File: config.mk
export PLATFORM = sky130hd
export DESIGN_NAME = pattern_sender
export DESIGN_NICKNAME = d
export VERILOG_FILES = /design/src/rtl/pattern_sender_pkg.sv /design/src/rtl/pattern_phase_timer.sv /design/src/rtl/pattern_sender.sv
export SDC_FILE = /design/constraint.sdc
export NUM_CORES = 1
export LEC_CHECK = 0
export ABC_AREA = 1
export CAP_MARGIN = 10
export CORE_MARGIN = 1
export CORE_UTILIZATION = 55
export CTS_CLUSTER_DIAMETER = 30
export DETAILED_ROUTE_END_ITERATION = 8
export HOLD_SLACK_MARGIN = 0.15
export PLACE_DENSITY_LB_ADDON = 0.1
export SYNTH_ARGS = -nofsm -noshare
export SYNTH_HDL_FRONTEND = slang
export SYNTH_SLANG_ARGS = --single-unit
File: constraint.sdc
create_clock -name clk -period 1.7 [get_ports clk]
set_input_delay 0.425 -clock clk [delete_from_list [all_inputs] [get_ports clk]]
set_output_delay 0.425 -clock clk [all_outputs]
set_load 0.02 [all_outputs]
File: src/rtl/pattern_sender_pkg.sv
// Shared definitions for the pattern-detect link: default pattern, frame length, timing and FSM states.
// Imported by the transmitter; the detector side uses the same constants.
package pattern_sender_pkg;

  localparam int          DEF_PATTERN_LEN = 64;
  localparam logic [63:0] DEF_PATTERN     = 64'h574A_B5DE_ED51_7984;
  localparam int          DEF_HALF_PERIOD = 16;

  typedef enum logic [1:0] {
    IDLE = 2'd0,
    LOW  = 2'd1,
    HIGH = 2'd2,
    TAIL = 2'd3
  } state_t;

endpackage

File: src/rtl/pattern_phase_timer.sv
// Half-period down-counter: phase_end pulses on the last cycle of each HALF_PERIOD-long phase.
// load restarts a full phase on the next cycle; the counter reloads itself at every phase end.
module pattern_phase_timer #(
  parameter int HALF_PERIOD = 16
) (
  input  logic clk,
  input  logic rst,
  input  logic load,
  output logic phase_end
);

  localparam int             W      = $clog2(HALF_PERIOD);
  localparam logic [W-1:0]   RELOAD = W'(HALF_PERIOD - 1);

  logic [W-1:0] cnt;

  assign phase_end = (cnt == '0);

  always_ff @(posedge clk) begin
    if (rst) begin
      cnt <= RELOAD;
    end else if (load || phase_end) begin
      cnt <= RELOAD;
    end else begin
      cnt <= cnt - W'(1);
    end
  end

endmodule

File: src/rtl/pattern_sender.sv
// Serial pattern transmitter: shifts PATTERN out LSB-first with a slow framed clock, optional one-bit corruption.
// All outputs registered; a start while busy (including the done cycle) is dropped, never queued.
module pattern_sender
  import pattern_sender_pkg::*;
#(
  parameter int                     PATTERN_LEN = DEF_PATTERN_LEN,
  parameter logic [PATTERN_LEN-1:0] PATTERN     = DEF_PATTERN,
  parameter int                     HALF_PERIOD = DEF_HALF_PERIOD
) (
  input  logic       clk,
  input  logic       rst,
  input  logic       start,
  input  logic       injectErr,
  input  logic [7:0] errBit,
  output logic       busy,
  output logic       done,
  output logic       dataOut,
  output logic       dataClkOut,
  output logic       dataEnOut
);

  localparam logic [7:0]             LAST_BIT = 8'(PATTERN_LEN - 1);
  localparam logic [PATTERN_LEN-1:0] ONE_HOT0 = PATTERN_LEN'(1);

  state_t                 state_q, state_d;
  logic [PATTERN_LEN-1:0] shreg_q, shreg_d;
  logic [7:0]             bitcnt_q, bitcnt_d;
  logic                   busy_d, done_d, dout_d, dclk_d, den_d;
  logic                   accept, phase_end;
  logic [PATTERN_LEN-1:0] err_mask, frame_word;

  // busy stays high through the done cycle, so this also rejects a start coinciding with done.
  assign accept     = (state_q == IDLE) && start && !busy;
  assign err_mask   = (injectErr && (32'(errBit) < PATTERN_LEN)) ? (ONE_HOT0 << errBit) : '0;
  assign frame_word = PATTERN ^ err_mask;

  pattern_phase_timer #(
    .HALF_PERIOD (HALF_PERIOD)
  ) u_timer (
    .clk       (clk),
    .rst       (rst),
    .load      (accept),
    .phase_end (phase_end)
  );

  always_comb begin
    state_d  = state_q;
    shreg_d  = shreg_q;
    bitcnt_d = bitcnt_q;
    busy_d   = busy;
    done_d   = 1'b0;
    dout_d   = dataOut;
    dclk_d   = dataClkOut;
    den_d    = dataEnOut;
    case (state_q)
      IDLE: begin
        busy_d = 1'b0;
        den_d  = 1'b1;
        dclk_d = 1'b0;
        dout_d = 1'b0;
        if (accept) begin
          state_d  = LOW;
          shreg_d  = frame_word;
          bitcnt_d = '0;
          den_d    = 1'b0;
          dout_d   = frame_word[0];
          busy_d   = 1'b1;
        end
      end
      LOW: begin
        if (phase_end) begin
          state_d = HIGH;
          dclk_d  = 1'b1;
        end
      end
      HIGH: begin
        // Data only moves together with the falling serial clock.
        if (phase_end) begin
          dclk_d = 1'b0;
          if (bitcnt_q == LAST_BIT) begin
            state_d = TAIL;
            dout_d  = 1'b0;
          end else begin
            state_d  = LOW;
            shreg_d  = shreg_q >> 1;
            bitcnt_d = bitcnt_q + 8'd1;
            dout_d   = shreg_q[1];
          end
        end
      end
      TAIL: begin
        if (phase_end) begin
          state_d = IDLE;
          den_d   = 1'b1;
          done_d  = 1'b1;
        end
      end
      default: state_d = IDLE;
    endcase
  end

  always_ff @(posedge clk) begin
    if (rst) begin
      state_q    <= IDLE;
      shreg_q    <= '0;
      bitcnt_q   <= '0;
      busy       <= 1'b0;
      done       <= 1'b0;
      dataOut    <= 1'b0;
      dataClkOut <= 1'b0;
      dataEnOut  <= 1'b1;
    end else begin
      state_q    <= state_d;
      shreg_q    <= shreg_d;
      bitcnt_q   <= bitcnt_d;
      busy       <= busy_d;
      done       <= done_d;
      dataOut    <= dout_d;
      dataClkOut <= dclk_d;
      dataEnOut  <= den_d;
    end
  end

endmodule

==> tab_implementation.tex, run 1 <==
\begin{tabular}{lr}
\hline
Metric & Value \\
\hline
\multicolumn{2}{l}{\textbf{Outcome}} \\
Outcome & finished clean \\
\multicolumn{2}{l}{\textbf{Route}} \\
Vias after detailed routing & around 4500 \\
Number of design-rule violations left by the first detailed-router iteration & around 270 \\
Residual DRC count & 0 \\
Count of nets left with antenna violations after detail routing & 0 \\
Iteration count of the initial detailed-routing pass & 5 \\
Final wirelength & around 12000 um \\
Routed length per instance & around 13 um \\
Detailed-route vias per instance & $\sim$5.2 \\
\multicolumn{2}{l}{\textbf{STA}} \\
Number of pins exceeding their max-slew limit in the final report & 0 \\
Worst Tran Pin Value & slightly below 0.3 ns \\
Fin crit period & between 1.5 and 2 ns \\
Worst relative slew slack & 80.6\% \\
RSZ-0062 raised after global routing & true \\
Worst clock skew on the final layout & 0.0137 ns \\
Count of final setup violators & 0 \\
Final period utilization & a little over nine tenths \\
Maximum clock frequency & a little over 600 MHz \\
Worst hold-check slack & $\sim$0.4 ns \\
Final Hold Vio Count & 0 \\
\multicolumn{2}{l}{\textbf{Clock tree}} \\
Max Root-Sink Buffers & 2 \\
Number of H-tree branching levels & 3 \\
Inserted Clock Buffers & 9 \\
CTS Sinks & between 80 and 90 \\
Source-to-sink clock delay at the later pin of the worst-skew pair & around 0.37 ns \\
Clock root buffer master & clkbuf\_8 \\
Worst-path clk slew & approximately 0.090 ns \\
Cts-stage hold buffer count & 0 \\
CTS tree & done \\
\multicolumn{2}{l}{\textbf{Die}} \\
Number of top-level pins & 17 \\
Floorplan die height & 91.1 um \\
Core region area & 7690 um\^{}2 \\
Width of the die & between 90 and 100 um \\
Number of placement rows & 32 \\
Die outline area & a little over 8000 um\^{}2 \\
Starting Density & a little under three fifths \\
\multicolumn{2}{l}{\textbf{Placement}} \\
Placer congestion estimate & between 0.9 and 1 \\
Half-perimeter wire length after placement & roughly 7500 um \\
PortBufs & 16 \\
Total cell area at the placement stage & roughly 4900 um\^{}2 \\
\multicolumn{2}{l}{\textbf{Worst setup path}} \\
Cell-by-cell listing of the critical path & clkdlybuf4s50\_1 > nor2\_4 > nand3\_1 > nor2\_1 > buf\_4 > nand2\_1 > nor2\_1 > nor2\_1 > nor2\_1 \\
CP Max Fanout & 5 \\
Arrival time at the worst endpoint & 1.90 ns \\
Most numerous cell on the critical path & nor2\_1 \\
Worst stage delay on the critical path & roughly 0.51 ns \\
Master of the slowest instance on the critical path & clkdlybuf4s50\_1 \\
Kind of end point of the critical path & flip-flop \\
Startpoint Class & primary input \\
Worst Setup Path Type & primary input to flip-flop \\
Required time of the worst setup path & 1.99 ns \\
\multicolumn{2}{l}{\textbf{Pwr}} \\
Cell area power density & 851 nW/um\^{}2 \\
Total leakage power & 2.50 nW \\
Worst VDD drop & 0.646 mV \\
\multicolumn{2}{l}{\textbf{Cells and area}} \\
Most frequent cells in the layout & nand2\_1 (234), nor2\_1 (149), dfxtp\_1 (80), nand3\_1 (48) \\
Layout cell share with drive strength beyond 1 & about 16\% \\
Commonest non-fill, non-tap cell in the layout & nand2\_1 \\
Cell area after layout & 5340 um\^{}2 \\
Number of nets in the finished design & between 700 and 800 \\
Layout overhead on the synthesized area & 22.3\% \\
Ant diodes & 0 \\
\multicolumn{2}{l}{\textbf{Global route}} \\
Most utilized layer in the global route result & met2 \\
Global routing usage on met1 & roughly 37\% \\
Number of antenna violations at the first check in global routing & 0 \\
Number of global-route vias before repair & between 4000 and 5000 \\
Aggregate global routing overflow & 0 \\
Pin count of the biggest net entering global routing & 46 \\
Met2 Resource Use GR & 48.0\% \\
Met3 track utilization from global routing & roughly 3.7\% \\
Wire length of the first global-routing pass & approximately 19000 um \\
All-layer global routing usage & around 28\% \\
\multicolumn{2}{l}{\textbf{Logic synthesis}} \\
Number of unique standard cell types used by synthesis & 26 \\
Gate Count Post-Synth & slightly above 700 \\
Register bit count reported by yosys & 82 \\
Net count after synthesis & roughly 730 \\
Sequential element share of the synthesized area & 37.6\% \\
Syn. warnings & 0 \\
Mean area per synthesized cell & 6.06 um\^{}2 \\
Netlist Area Pre-Place & 4360 um\^{}2 \\
\multicolumn{2}{l}{\textbf{Job}} \\
Max-capacitance violation count & 0 \\
\multicolumn{2}{l}{\textbf{Worst hold path}} \\
Min-Delay Path Class & flip-flop to flip-flop \\
\hline
\end{tabular}
[sequential cells by signal (all words and copies together), names as in the netlist, 2 cells and up]
name and count:
bitcnt_q 8, shreg_q 63, state_q 2, u_timer.cnt 4
[worst max-delay path, delay by kind of cell]
family	cells	cell delay, ns
buf+inv	2	0.64
simple gates	7	0.84
[synth_stat cells, drive strengths merged]
cell | count | share of area [%]
ha | 2 | 0.57
nand2 | 238 | 21
a31oi | 2 | 0.29
nor3b | 1 | 0.17
xor2 | 1 | 0.20
nand3 | 49 | 5.6
or2 | 23 | 3.3
a21oi | 15 | 1.7
o21bai | 1 | 0.17
clkbuf | 26 | 2.2
xnor2 | 1 | 0.20
a211oi | 1 | 0.17
nor2 | 162 | 14
inv | 50 | 4.3
nand4 | 6 | 0.86
o21ai | 34 | 3.9
nor3 | 8 | 0.92
o211ai | 1 | 0.17
buf | 17 | 2.7
dfxtp | 82 | 38
[worst paths after layout]
kind / slack, ns / depth (start not counted) / startpoint / endpoint
max reg2reg: 0.10 / 9 / state_q[1]$_SDFFE_PP0P_ / shreg_q[50]$_SDFFE_PP0P_
max: 0.09 / 9 / errBit[0] / shreg_q[50]$_SDFFE_PP0P_
min: 0.40 / 1 / u_timer.cnt[0]$_SDFF_PP1_ / u_timer.cnt[0]$_SDFF_PP1_
min reg2reg: 0.40 / 1 / u_timer.cnt[0]$_SDFF_PP1_ / u_timer.cnt[0]$_SDFF_PP1_
[logic make-up after synthesis]
logic type,synth area share (%)
AO/OA/AOI/OAI,6.43
XOR/XNOR,0.402
AND/OR/NAND/NOR,45.8
flip-flops,37.6
adder cells (fa/ha/maj),0.574
buffers and inverters,9.21
[final cells by class]
cell class / instances / area, um^2
clock buffers: 11 / 141
well taps: 102 / 128
repair inverters: 1 / 7.51
repair buffers: 74 / 774
fillers: 685 / 2350
flip-flops and latches: 82 / 1640
inverters: 50 / 199
multi-input cells: 545 / 2380
clock inverters: 5 / 62.6
[report_power, final]
| part | internal [W] | switching [W] | leakage (nW) | total [W] |
|---|---|---|---|---|
| Sequential | 0.00210 | 0.0000863 | 0.677 | 0.00218 |
| Clock | 0.000728 | 0.000766 | 0.0962 | 0.00149 |
| Combinational | 0.000356 | 0.000508 | 1.73 | 0.000864 |
[per-stage QoR]
stage               setup WS, ns  total power [W]  setup TNS, ns  instances  util [%]
floorplan                  0.100          0.00273              0        720         -
global placement          -0.334          0.00296         -17.04        849      64.3
detailed placement        -0.392          0.00299         -20.68        849      64.3
CTS                     0.000814          0.00445              0        865      67.0
global route             -0.0100          0.00475        -0.0258        870      69.4
finish                    0.0898          0.00454              0        870      69.4
[layer usage]
metal | vias up | share of wire [%] | wire [um]
met2 | 159 | 46 | 5390
li1 | 2301 | - | -
met5 | - | 0 | 0
met3 | 23 | 5.7 | 668
met1 | 2048 | 46 | 5350
met4 | 0 | 2.0 | 228
[timing repair]
action	4_1_cts	5_1_grt
gates resized for setup	7	41
setup endpoints to repair	15	63
hold endpoints to repair	0	0
pin swaps	0	2
cloned	0	4
setup buffers	0	1
No activity file was read; power rests on OpenSTA's default activity.
==> run 2, diff against run 1 <==
SLEW_MARGIN = 20   (was default)
==> results of run 2 <==
No change in the layout: final DEF, timing and power equal those of run 1.
